### src/rtl/sram_bus_arbiter.sv
`default_nettype none
// ============================================================================
// Module   : sram_bus_arbiter
// Brief    : Shares a 128x4 asynchronous-read SRAM between a small CPU and a
//            host port.
//            RESTART holds the CPU in reset for RST_CYCLES cycles.
//            RUN gives the CPU bus ownership of the SRAM.
//            HOST keeps the CPU in reset and serves single-beat host
//            accesses, each acknowledged with a one-cycle pulse.
// Ports    : clk, rst            - clock, synchronous active-high reset
//            cpu_io_out[7:0]     - CPU bus: [7] addr strobe, [6:0] addr,
//                                  [5] write strobe (active low), [3:0] data
//            cpu_rst, cpu_rdata  - reset and read nibble to the CPU
//            host_halt/req/we/addr/wdata - host control and access request
//            host_ack, host_rdata - access-complete pulse, registered data
//            sram_addr/wdata/we, sram_rdata - SRAM macro interface
//            state[1:0]          - 0=RESTART, 1=RUN, 2=HOST
// Revision : 1.0 - initial release
// ============================================================================
module sram_bus_arbiter #(
    parameter int RST_CYCLES = 2
) (
    input  logic       clk,
    input  logic       rst,
    input  logic [7:0] cpu_io_out,
    output logic       cpu_rst,
    output logic [3:0] cpu_rdata,
    input  logic       host_halt,
    input  logic       host_req,
    input  logic       host_we,
    input  logic [6:0] host_addr,
    input  logic [3:0] host_wdata,
    output logic       host_ack,
    output logic [3:0] host_rdata,
    output logic [6:0] sram_addr,
    output logic [3:0] sram_wdata,
    output logic       sram_we,
    input  logic [3:0] sram_rdata,
    output logic [1:0] state
);

    localparam logic [1:0] C_ST_RESTART = 2'd0;
    localparam logic [1:0] C_ST_RUN     = 2'd1;
    localparam logic [1:0] C_ST_HOST    = 2'd2;

    localparam int              C_CNT_W    = (RST_CYCLES > 1) ? $clog2(RST_CYCLES) : 1;
    localparam logic [C_CNT_W-1:0] C_CNT_LAST = C_CNT_W'(RST_CYCLES - 1);

    logic [1:0]         r_state;
    logic [C_CNT_W-1:0] r_cnt;
    logic               r_cpu_rst;
    logic [6:0]         r_addr_q;
    logic               r_host_ack;
    logic [3:0]         r_host_rdata;

    logic [6:0]         w_sram_addr;
    logic [3:0]         w_sram_wdata;
    logic               w_sram_we;
    logic               w_host_access;
    logic               w_unused_bits;

    // Bit 4 of the CPU bus carries no meaning for this block.
    assign w_unused_bits = cpu_io_out[4];

    // SRAM steering. Outside an active CPU cycle or host access the SRAM
    // is parked on the last CPU address with writes disabled.
    always_comb begin
        w_sram_addr   = r_addr_q;
        w_sram_wdata  = 4'h0;
        w_sram_we     = 1'b0;
        w_host_access = 1'b0;
        case (r_state)
            C_ST_RUN: begin
                w_sram_wdata = cpu_io_out[3:0];
                if (cpu_io_out[7]) begin
                    w_sram_addr = cpu_io_out[6:0];
                end else begin
                    w_sram_we = ~cpu_io_out[5];
                end
            end
            C_ST_HOST: begin
                // The ack cycle is a forced idle so the host can retire or
                // replace its request; this spaces accesses two cycles apart.
                if (host_req && !r_host_ack) begin
                    w_host_access = 1'b1;
                    w_sram_addr   = host_addr;
                    w_sram_wdata  = host_wdata;
                    w_sram_we     = host_we;
                end
            end
            default: ;
        endcase
        if (rst) begin
            w_sram_we = 1'b0;
        end
    end

    always_ff @(posedge clk) begin
        if (rst) begin
            r_state      <= C_ST_RESTART;
            r_cnt        <= '0;
            r_cpu_rst    <= 1'b1;
            r_addr_q     <= 7'h00;
            r_host_ack   <= 1'b0;
            r_host_rdata <= 4'h0;
        end else begin
            r_host_ack <= 1'b0;
            case (r_state)
                C_ST_RESTART: begin
                    if (r_cnt == C_CNT_LAST) begin
                        r_state   <= C_ST_RUN;
                        r_cpu_rst <= 1'b0;
                        r_cnt     <= '0;
                    end else begin
                        r_cnt <= r_cnt + 1'b1;
                    end
                end
                C_ST_RUN: begin
                    if (cpu_io_out[7]) begin
                        r_addr_q <= cpu_io_out[6:0];
                    end
                    // Any CPU write this cycle completes through the
                    // combinational path before ownership moves to the host.
                    if (host_halt) begin
                        r_state   <= C_ST_HOST;
                        r_cpu_rst <= 1'b1;
                    end
                end
                C_ST_HOST: begin
                    if (w_host_access) begin
                        r_host_ack   <= 1'b1;
                        r_host_rdata <= sram_rdata;
                    end else if (!host_halt && !host_req && !r_host_ack) begin
                        // Leave only once nothing is in flight.
                        r_state   <= C_ST_RESTART;
                        r_cnt     <= '0;
                        r_addr_q  <= 7'h00;
                        r_cpu_rst <= 1'b1;
                    end
                end
                default: begin
                    r_state   <= C_ST_RESTART;
                    r_cnt     <= '0;
                    r_cpu_rst <= 1'b1;
                end
            endcase
        end
    end

    assign cpu_rst    = r_cpu_rst;
    assign cpu_rdata  = sram_rdata;
    assign host_ack   = r_host_ack;
    assign host_rdata = r_host_rdata;
    assign sram_addr  = w_sram_addr;
    assign sram_wdata = w_sram_wdata;
    assign sram_we    = w_sram_we;
    assign state      = r_state;

endmodule
`default_nettype wire
### config.mk
export PLATFORM = sky130hd
export DESIGN_NAME = sram_bus_arbiter
export DESIGN_NICKNAME = d
export VERILOG_FILES = /design/src/rtl/sram_bus_arbiter.sv
export SDC_FILE = /design/constraint.sdc
export NUM_CORES = 1
export LEC_CHECK = 0
export CORE_ASPECT_RATIO = 1.1
export CORE_MARGIN = 3
export CORE_UTILIZATION = 40
export DETAILED_ROUTE_END_ITERATION = 10
export GPL_ROUTABILITY_DRIVEN = 0
export GPL_TIMING_DRIVEN = 0
export PLACE_DENSITY = 0.83
export SETUP_SLACK_MARGIN = 0.2
export SLEW_MARGIN = 10
export SYNTH_ARGS = -nofsm -noshare
export SYNTH_HDL_FRONTEND = slang
export SYNTH_SLANG_ARGS = --single-unit
### constraint.sdc
create_clock -name clk -period 1.93 [get_ports clk]
set_input_delay 0.386 -clock clk [delete_from_list [all_inputs] [get_ports clk]]
set_output_delay 0.386 -clock clk [all_outputs]
set_load 0.005 [all_outputs]
==> results of run 1 <==
[kinds of logic after synthesis]
family,Yosys count
AOI/OAI and AO/OA,35
and+or+nand+nor,24
DFF,16
buffers and inverters,14
muxes,13
adders and majority gates,4
[routing by layer]
metal	up-vias	GRT usage	wire length, um
li1	528	-	-
met1	526	0.257	1450
met2	61	0.375	1580
met3	6	0.0504	318
met4	0	0.0712	48
met5	-	0	0
[state kept, by name, indices dropped and copies added (netlist names)]
name        flops
cpu_rst         1
r_cnt           1
r_addr_q        7
state           2
host_ack        1
host_rdata      4
[area by class of cell]
class,count,area share
Multi-Input combinational cell,76,0.394
Timing Repair Buffer,63,0.312
Sequential cell,16,0.180
Buffer,11,0.0651
Tap cell,30,0.0208
Clock buffer,4,0.0201
Inverter,3,0.00762
[worst min-delay path: cells and delay by family, from the launching register on]
| family | cells | cell delay [ns] |
|---|---|---|
| AO/OA/AOI/OAI | 2 | 0.12 |
| flip-flops | 1 | 0.32 |
[report_power, final]
part	internal (mW)	total (mW)	switching [mW]
registers	0.396	0.447	0.0507
clock network	0.115	0.229	0.114
logic	0.653	1.15	0.492
total	1.16	1.82	0.657
[cells in the mapped netlist, types with 3 or more instances]
cell      count
nor2b_1       6
mux2i_1       6
nor2_1        7
a22o_1       21
buf_4         4
ha_1          4
dfxtp_1      16
nand2b_1      4
inv_1         3
mux2_2        6
a22oi_1       5
[worst max-delay path by stage]
| stage | from | to | slack, ns | cells after the start |
|---|---|---|---|---|
| global placement | host_req | sram_addr[0] | -0.67 | 5 |
| CTS | state[0] | sram_addr[3] | -0.22 | 8 |
| detailed placement | host_req | sram_addr[0] | -0.68 | 5 |
| finish | state[0] | sram_addr[2] | -0.20 | 8 |
| floorplan | state[1] | sram_addr[0] | 0.20 | 6 |
| global route | state[0] | sram_addr[3] | -0.28 | 8 |
[metrics by stage]
stage               power [mW]   util
floorplan                0.947      -
global placement          1.26  0.674
detailed placement        1.29  0.674
CTS                       1.78  0.754
global route              1.93  0.763
finish                    1.82  0.763
[repair_timing]
action                                  4_1_cts  5_1_grt
buffers inserted                             11        1
resized for setup                            76        6
pin swaps                                    12        8
endpoints found under the setup margin       16       19
cloned                                        1        0
==> reports/metrics.csv, run 1 <==
metric,value,unit
critical_path_required,1.54,ns
grt_pass1_wl,5170,um
synth.largest_area_cell,dfxtp_1,
layout_commonest_cell,clkdlybuf4s50_1,
violations_in_the_final_reports,negative setup slack,
synth_compound_gate_area_share,0.273,
postLayoutCellArea,1810,um^2
number_of_nets_in_the_synthesized_netlist,138,
fp-row-count,18,
finalSetupViolations,12,
placedCellCount,186,
cts-buffers-inserted,3,
postSynth.topFlopCell,dfxtp_1,
detail_route.wirelength,3400,um
synthSimpleGateAreaFrac,0.137,
synth.mux.area_fraction,0.137,
hp-class,flop to flop,
clock-skew-final,0.00928,ns
synth_cell_types,32,
coreArea,2360,um^2
first_iter_violations,21,
critical_path.n_buffers_inverters,4,
synthesis.instances,106,
antenna-diode-count,0,
timing.fmax,469,MHz
timing.critical_path.to_type,primary output,
ios,52,
floorplan.die.width,54.6,um
worst_ep_arrival_time,1.74,ns
hold-path-cell-count,2,
grt_start_max_net_pins,11,
critical_path.max_stage_delay,0.36,ns
setup_slack,-0.201,ns
synthesis.area_per_instance,9.82,um^2
seq_area,325,um^2
fp.dieH,59.5,um
post-route-drc-count,0,
post_synthesis_async_set_or_reset_flop_share,0,
max_h_tree_level,1,
final_antenna_net_count,0,
drv.max_cap_violation_count,0,
layout.cells.most_common_list,"clkdlybuf4s50_1, a22o_1, buf_4, dfxtp_1, buf_2",
reg_to_reg_critical_path_endpoint,r_addr_q[5],
cp_slowest_cell,dfxtp_2,
areaGrowthSynthToFinish,73.4,%
final-instance-count-excl-fill,203,
crit_path_max_fanout,6,
synth_top_cell_area_share,0.308,
clock_latency,0.29,ns
period_needed,2.13,ns
xor_xnor_share_of_the_synthesized_area,0,
root_buffer,clkbuf_4,
unrepaired_setup_endpoints_after_global_routing,yes,
leakagePower,0.760,nW
clock_path_buffers,2,
numPortBuffers,50,
tritoncts,done,
ys_seq_area_frac,0.308,
reg2reg_setup_slack,0.24,ns
number_of_vias_after_detailed_routing,1121,
final_period_util,1.10,
ir_drop,811,uV
grt_pass1_vias,1109,
transition_at_the_pin_with_the_smallest_max_transition_slack,0.477,ns
clkTransAtPathRegs,0.09,ns
placement.setup.worst_slack,-0.681,ns
num-nets-final,206,
final_layout_size_suffix_gt1_frac,0.376,
outcome,"complete, but fails checks",
final-max-slew-violation-count,0,
initial_core_utilization,0.440,
drt-pass1-iter-count,4,
hold_fix_buffers_at_cts,0,
multi_input_area,712,um^2
floorplan.die_area,3250,um^2
synth_enable_flop_cells,0,
crit_path_category,flop to primary output,
grt.total_usage,0.217,
finalHoldWorstSlack,0.484,ns
post_synth_instance_area,1040,um^2
worst_path_dominant_cell_family,buffers and inverters,
cellPowerDensity,1010,nW/um^2
postSynthRegisterBits,16,
min-delay-start,r_cnt,
antenna_found_initial,0,
crit_chain,inv_4 > ha_4 > and3b_1 > buf_6 > buf_6 > a22o_1 > a22o_1 > buf_2,
worstRegToRegCells,8,
synth-warning-count,0,
placement.cell_area,1590,um^2
yosys.area_share.adder,0.0481,
dominant_combinational_cell_family_by_area_after_synthesis,compound AO/OA/AOI/OAI gates,
routedWlPerCell,16.8,um
layout.filler_cells,159,
top_post_synthesis_cells_by_area,"dfxtp_1, a22o_1, mux2_2",
cts.sinks,16,
report.final.hold_viol_count,0,
setup.worst_path.start_class,flop,
min_to,r_cnt,
gr-total-overflow,0,
relSlewSlack,0.680,
rr_startpoint,state[0],
setup_tns,-1.52,ns
hpwl,2320,um
route.detailed.vias_per_inst,5.52,
Note: power is estimated with default switching activity, not from simulation.
==> run 2, diff against run 1 <==
REMOVE_ABC_BUFFERS = 1   (was not set)
TNS_END_PERCENT = 10   (was not set)
==> run 2 against run 1 <==
  * The run still ends with negative setup slack left
  * Non-clock buffer count fell by 1
  * Clock power grew 5%
  * Register-to-register slack improved by 0.03 ns
  * Utilization shrank 1.1 points
  * Critical path depth down 1
==> reports/metrics.csv, run 2 (synthesized netlist as in run 1, its figures left out) <==
metric,value,unit
drv.max_cap_violation_count,0,
tritoncts,done,
clockPowerShare,0.129,
power_report.internal_total,1.17,mW
cellPowerDensity,1040,nW/um^2
setup_slack,-0.203,ns
layout_commonest_cell,clkdlybuf4s50_1,
power_switching,688,uW
seq_pwr_share,0.245,
final_layout_size_suffix_gt1_frac,0.370,
floorplan.die.width,54.6,um
drt-pass1-iter-count,4,
final_period_util,1.11,
cts.sinks,16,
hpwl,2070,um
grt_start_max_net_pins,15,
critical_path_required,1.54,ns
detail_route.wirelength,3550,um
largest_register,r_addr_q,
hp-class,flop to flop,
largest_register_ffs,7,
post-route-drc-count,0,
timing.fmax,469,MHz
seq_area,328,um^2
switching_power_share_of_the_total,0.371,
multi_input_area,702,um^2
setup_tns,-1.23,ns
grt_use_met2,0.404,
layout.cells.most_common_list,"clkdlybuf4s50_1, a22o_1, buf_4",
grtUsageMet1,0.280,
timing.critical_path.to_type,primary output,
clock_path_buffers,2,
numPortBuffers,51,
violations_in_the_final_reports,negative setup slack,
antenna_found_initial,0,
crit_path_category,flop to primary output,
clock_latency,0.31,ns
grt_pass1_vias,1191,
max_h_tree_level,1,
final-max-slew-violation-count,0,
initial_core_utilization,0.440,
leakagePower,0.756,nW
placement.setup.worst_slack,-0.924,ns
ir_drop,956,uV
clock-skew-final,0.00848,ns
layout.filler_cells,152,
report.final.hold_viol_count,0,
setup.worst_path.start_class,flop,
fp-row-count,18,
worst_ep_arrival_time,1.75,ns
number_of_vias_after_detailed_routing,1143,
fp.dieH,59.5,um
busiest_layer,met2,
num-nets-final,206,
relSlewSlack,0.615,
transition_at_the_pin_with_the_smallest_max_transition_slack,0.575,ns
share_comb_of_total_power,0.626,
grt_pass1_wl,5710,um
coreArea,2360,um^2
gr-total-overflow,0,
globalRouteMet3Util,0.0630,
root_buffer,clkbuf_4,
grt.total_usage,0.238,
antenna-diode-count,0,
outcome,"complete, but fails checks",
finalSetupViolations,10,
reg2reg_setup_slack,0.27,ns
final_core_util,0.752,
ios,52,
cts-buffers-inserted,3,
route.detailed.vias_per_inst,5.63,
routedWlPerCell,17.5,um
post_route_total_power,1.86,mW
floorplan.die_area,3250,um^2
unrepaired_setup_endpoints_after_global_routing,yes,
first_iter_violations,25,
final_antenna_net_count,0,
period_needed,2.13,ns
crit_path_max_fanout,6,
clkTransAtPathRegs,0.10,ns
areaGrowthSynthToFinish,70.9,%
[run 2: routing by layer]
layer,vias up,part of all wire
met4,0,0.023
met1,528,0.38
li1,536,-
met3,11,0.097
met5,-,0
met2,68,0.50
[run 2: final cells by class]
cell class	count	share of cell area
Sequential cell	16	0.184
Timing Repair Buffer	73	0.371
Clock buffer	4	0.0204
Multi-Input combinational cell	77	0.395
Inverter	3	0.00914
Tap cell	30	0.0211
[run 2: metrics by stage]
step           hold WS (ns)  cell area, um^2  std cells
3_3_place_gp          0.464             1500        176
2_1_floorplan         0.442              951         95
3_5_place_dp          0.471             1500        176
5_1_grt               0.546             1780        203
4_1_cts               0.490             1760        202
6_report              0.511             1780        203
[run 2: worst max-delay path: stages, from the launching register on]
cell	delay, ns
dfxtp_4	0.37
inv_4	0.05
ha_4	0.16
and3b_4	0.21
buf_6	0.12
a22o_1	0.21
a22o_1	0.19
buf_2	0.13
[run 2: repair_timing]
action | CTS | global route
gates cloned | 1 | 0
pin swaps | 14 | 8
setup buffers | 21 | 1
gates resized for setup | 77 | 6
hold buffers | 0 | 0
endpoints found under the setup margin | 27 | 13
[run 2: worst paths after layout]
path / startpoint / to / cells after the start
max: state[0] / sram_addr[0] / 7
max reg2reg: state[0] / r_addr_q[5] / 6
min reg2reg: r_cnt / r_cnt / 2
min: r_cnt / r_cnt / 2
[run 2: power by group through the flow]
| stage | clock network, mW | logic, mW | registers (mW) |
|---|---|---|---|
| floorplan | 0 | 0.450 | 0.433 |
| global placement | 0 | 0.760 | 0.436 |
| detailed placement | 0 | 0.783 | 0.439 |
| CTS | 0.241 | 1.10 | 0.447 |
| global route | 0.253 | 1.25 | 0.461 |
| finish | 0.240 | 1.16 | 0.454 |
==> run 3, diff against run 2 <==
CORE_ASPECT_RATIO = 0.5   (was 1.1)
==> run 3 against run 2 <==
  * The flow still finishes with violations (negative setup slack)
  * Sequential power is 2% lower
  * Combinational power down 11%
  * Flip-flop and latch count unchanged
  * Critical path depth decreased by 1
  * First-iteration DRC count grew to 3.1 times the previous value
  * Routed wire length fell by 7.6%
  * Critical endpoint unchanged
  * Largest power group unchanged
==> reports/metrics.csv, run 3 (synthesized netlist as in run 1, its figures left out) <==
metric,value,unit
hp-class,flop to flop,
number_of_vias_after_detailed_routing,1061,
setup_tns,-0.219,ns
drv.max_cap_violation_count,0,
fp-row-count,12,
floorplan.die.width,78.1,um
antenna-diode-count,0,
grt.total_usage,0.202,
outcome,"complete, but fails checks",
antenna_found_initial,0,
layout_commonest_cell,clkdlybuf4s50_1,
numPortBuffers,51,
grt_pass1_wl,5200,um
power_switching,634,uW
fp.dieH,42.1,um
cts-buffers-inserted,3,
crit_path_max_fanout,7,
transition_at_the_pin_with_the_smallest_max_transition_slack,0.574,ns
initial_core_utilization,0.444,
leakagePower,0.705,nW
final_core_util,0.723,
placement.setup.worst_slack,-0.962,ns
route.detailed.vias_per_inst,5.33,
placement.cell_area,1510,um^2
layout.cells.most_common_list,"clkdlybuf4s50_1, a22o_1, dfxtp_1",
setup_slack,-0.0758,ns
violations_in_the_final_reports,negative setup slack,
root_buffer,clkbuf_8,
clock_latency,0.25,ns
share_comb_of_total_power,0.579,
cellPowerDensity,1050,nW/um^2
routedWlPerCell,16.5,um
worst_ep_arrival_time,1.62,ns
timing.critical_path.to_type,primary output,
unrepaired_setup_endpoints_after_global_routing,yes,
crit_path_category,flop to primary output,
gr-total-overflow,0,
ios,52,
clock-skew-final,0.00275,ns
grt_start_max_net_pins,19,
num-nets-final,197,
coreArea,2340,um^2
hpwl,2010,um
final_period_util,1.04,
switching_power_share_of_the_total,0.357,
detail_route.wirelength,3280,um
largest_register_ffs,7,
clockPowerShare,0.170,
critical_path_required,1.54,ns
final_antenna_net_count,0,
largest_register,r_addr_q,
seq_pwr_share,0.252,
drt-pass1-iter-count,4,
timing.fmax,499,MHz
post-route-drc-count,0,
report.final.hold_viol_count,0,
postLayoutCellArea,1690,um^2
grt_pass1_vias,1076,
finalSetupViolations,9,
power_report.internal_total,1.14,mW
setup.worst_path.start_class,flop,
relSlewSlack,0.618,
ir_drop,679,uV
final_layout_size_suffix_gt1_frac,0.341,
first_iter_violations,78,
clkTransAtPathRegs,0.06,ns
layout.filler_cells,173,
post_route_total_power,1.78,mW
tritoncts,done,
clock_path_buffers,2,
floorplan.die_area,3290,um^2
cts.sinks,16,
period_needed,2.01,ns
final-max-slew-violation-count,0,
areaGrowthSynthToFinish,62.7,%
max_h_tree_level,1,
-- run 3: cell types whose count changed in the layout (fill, tap and decap cells not counted), moves of 2 or more --
| cell | before | now |
|---|---|---|
| buf_2 | 9 | 11 |
| buf_4 | 15 | 9 |
| buf_6 | 6 | 4 |
| clkbuf_4 | 3 | 0 |
| clkbuf_8 | 1 | 4 |
| clkdlybuf4s15_2 | 2 | 0 |
| clkdlybuf4s50_1 | 32 | 27 |
| dlygate4sd2_1 | 5 | 11 |
-- run 3: cell type report --
| cell class | count | area [um^2] | share of cell area |
|---|---|---|---|
| inverter | 3 | 16.3 | 0.00960 |
| multi-input combinational | 77 | 707 | 0.417 |
| sequential | 16 | 328 | 0.194 |
| tap | 35 | 43.8 | 0.0258 |
| timing repair buffer | 64 | 544 | 0.321 |
| clock buffer | 4 | 55.1 | 0.0325 |
-- run 3: power by group through the flow --
stage               Combinational, mW  Clock [mW]  Sequential [mW]
floorplan                       0.450           0            0.433
global placement                0.775           0            0.436
detailed placement              0.777           0            0.437
CTS                             0.999       0.306            0.446
global route                     1.09       0.322            0.456
finish                           1.03       0.301            0.447
-- run 3: worst paths after layout --
kind,startpoint,to,slack [ns],cells after the start
hold reg to reg,r_cnt,r_cnt,0.49,2
setup / recovery,state[0],sram_addr[0],-0.08,6
setup reg to reg,state[0],r_addr_q[3],0.40,5
hold / removal,r_cnt,r_cnt,0.49,2
-- run 3: worst max-delay path: stages, from the launching register on --
cell	delay, ns
dfxtp_4	0.36
inv_4	0.05
ha_4	0.16
and3b_4	0.21
a22o_1	0.23
a22o_1	0.22
buf_2	0.13
-- run 3: repair_timing --
item | CTS | global route
setup buffers | 12 | 1
pin swaps | 13 | 5
setup endpoints to repair | 27 | 12
gates resized for setup | 84 | 6
hold buffers | 0 | 0
gates cloned | 1 | 0
-- run 3: stage by stage --
step	std cells	hold slack (ns)
floorplan	95	0.442
global placement	181	0.460
detailed placement	181	0.465
CTS	198	0.478
global route	199	0.530
finish	199	0.494
-- run 3: per-layer routing --
| layer | part of all wire | track usage | vias up |
|---|---|---|---|
| met5 | 0 | 0 | - |
| met4 | 0.022 | 0.0941 | 0 |
| met3 | 0.050 | 0.0494 | 9 |
| met2 | 0.50 | 0.347 | 35 |
| met1 | 0.42 | 0.239 | 507 |
| li1 | - | - | 510 |
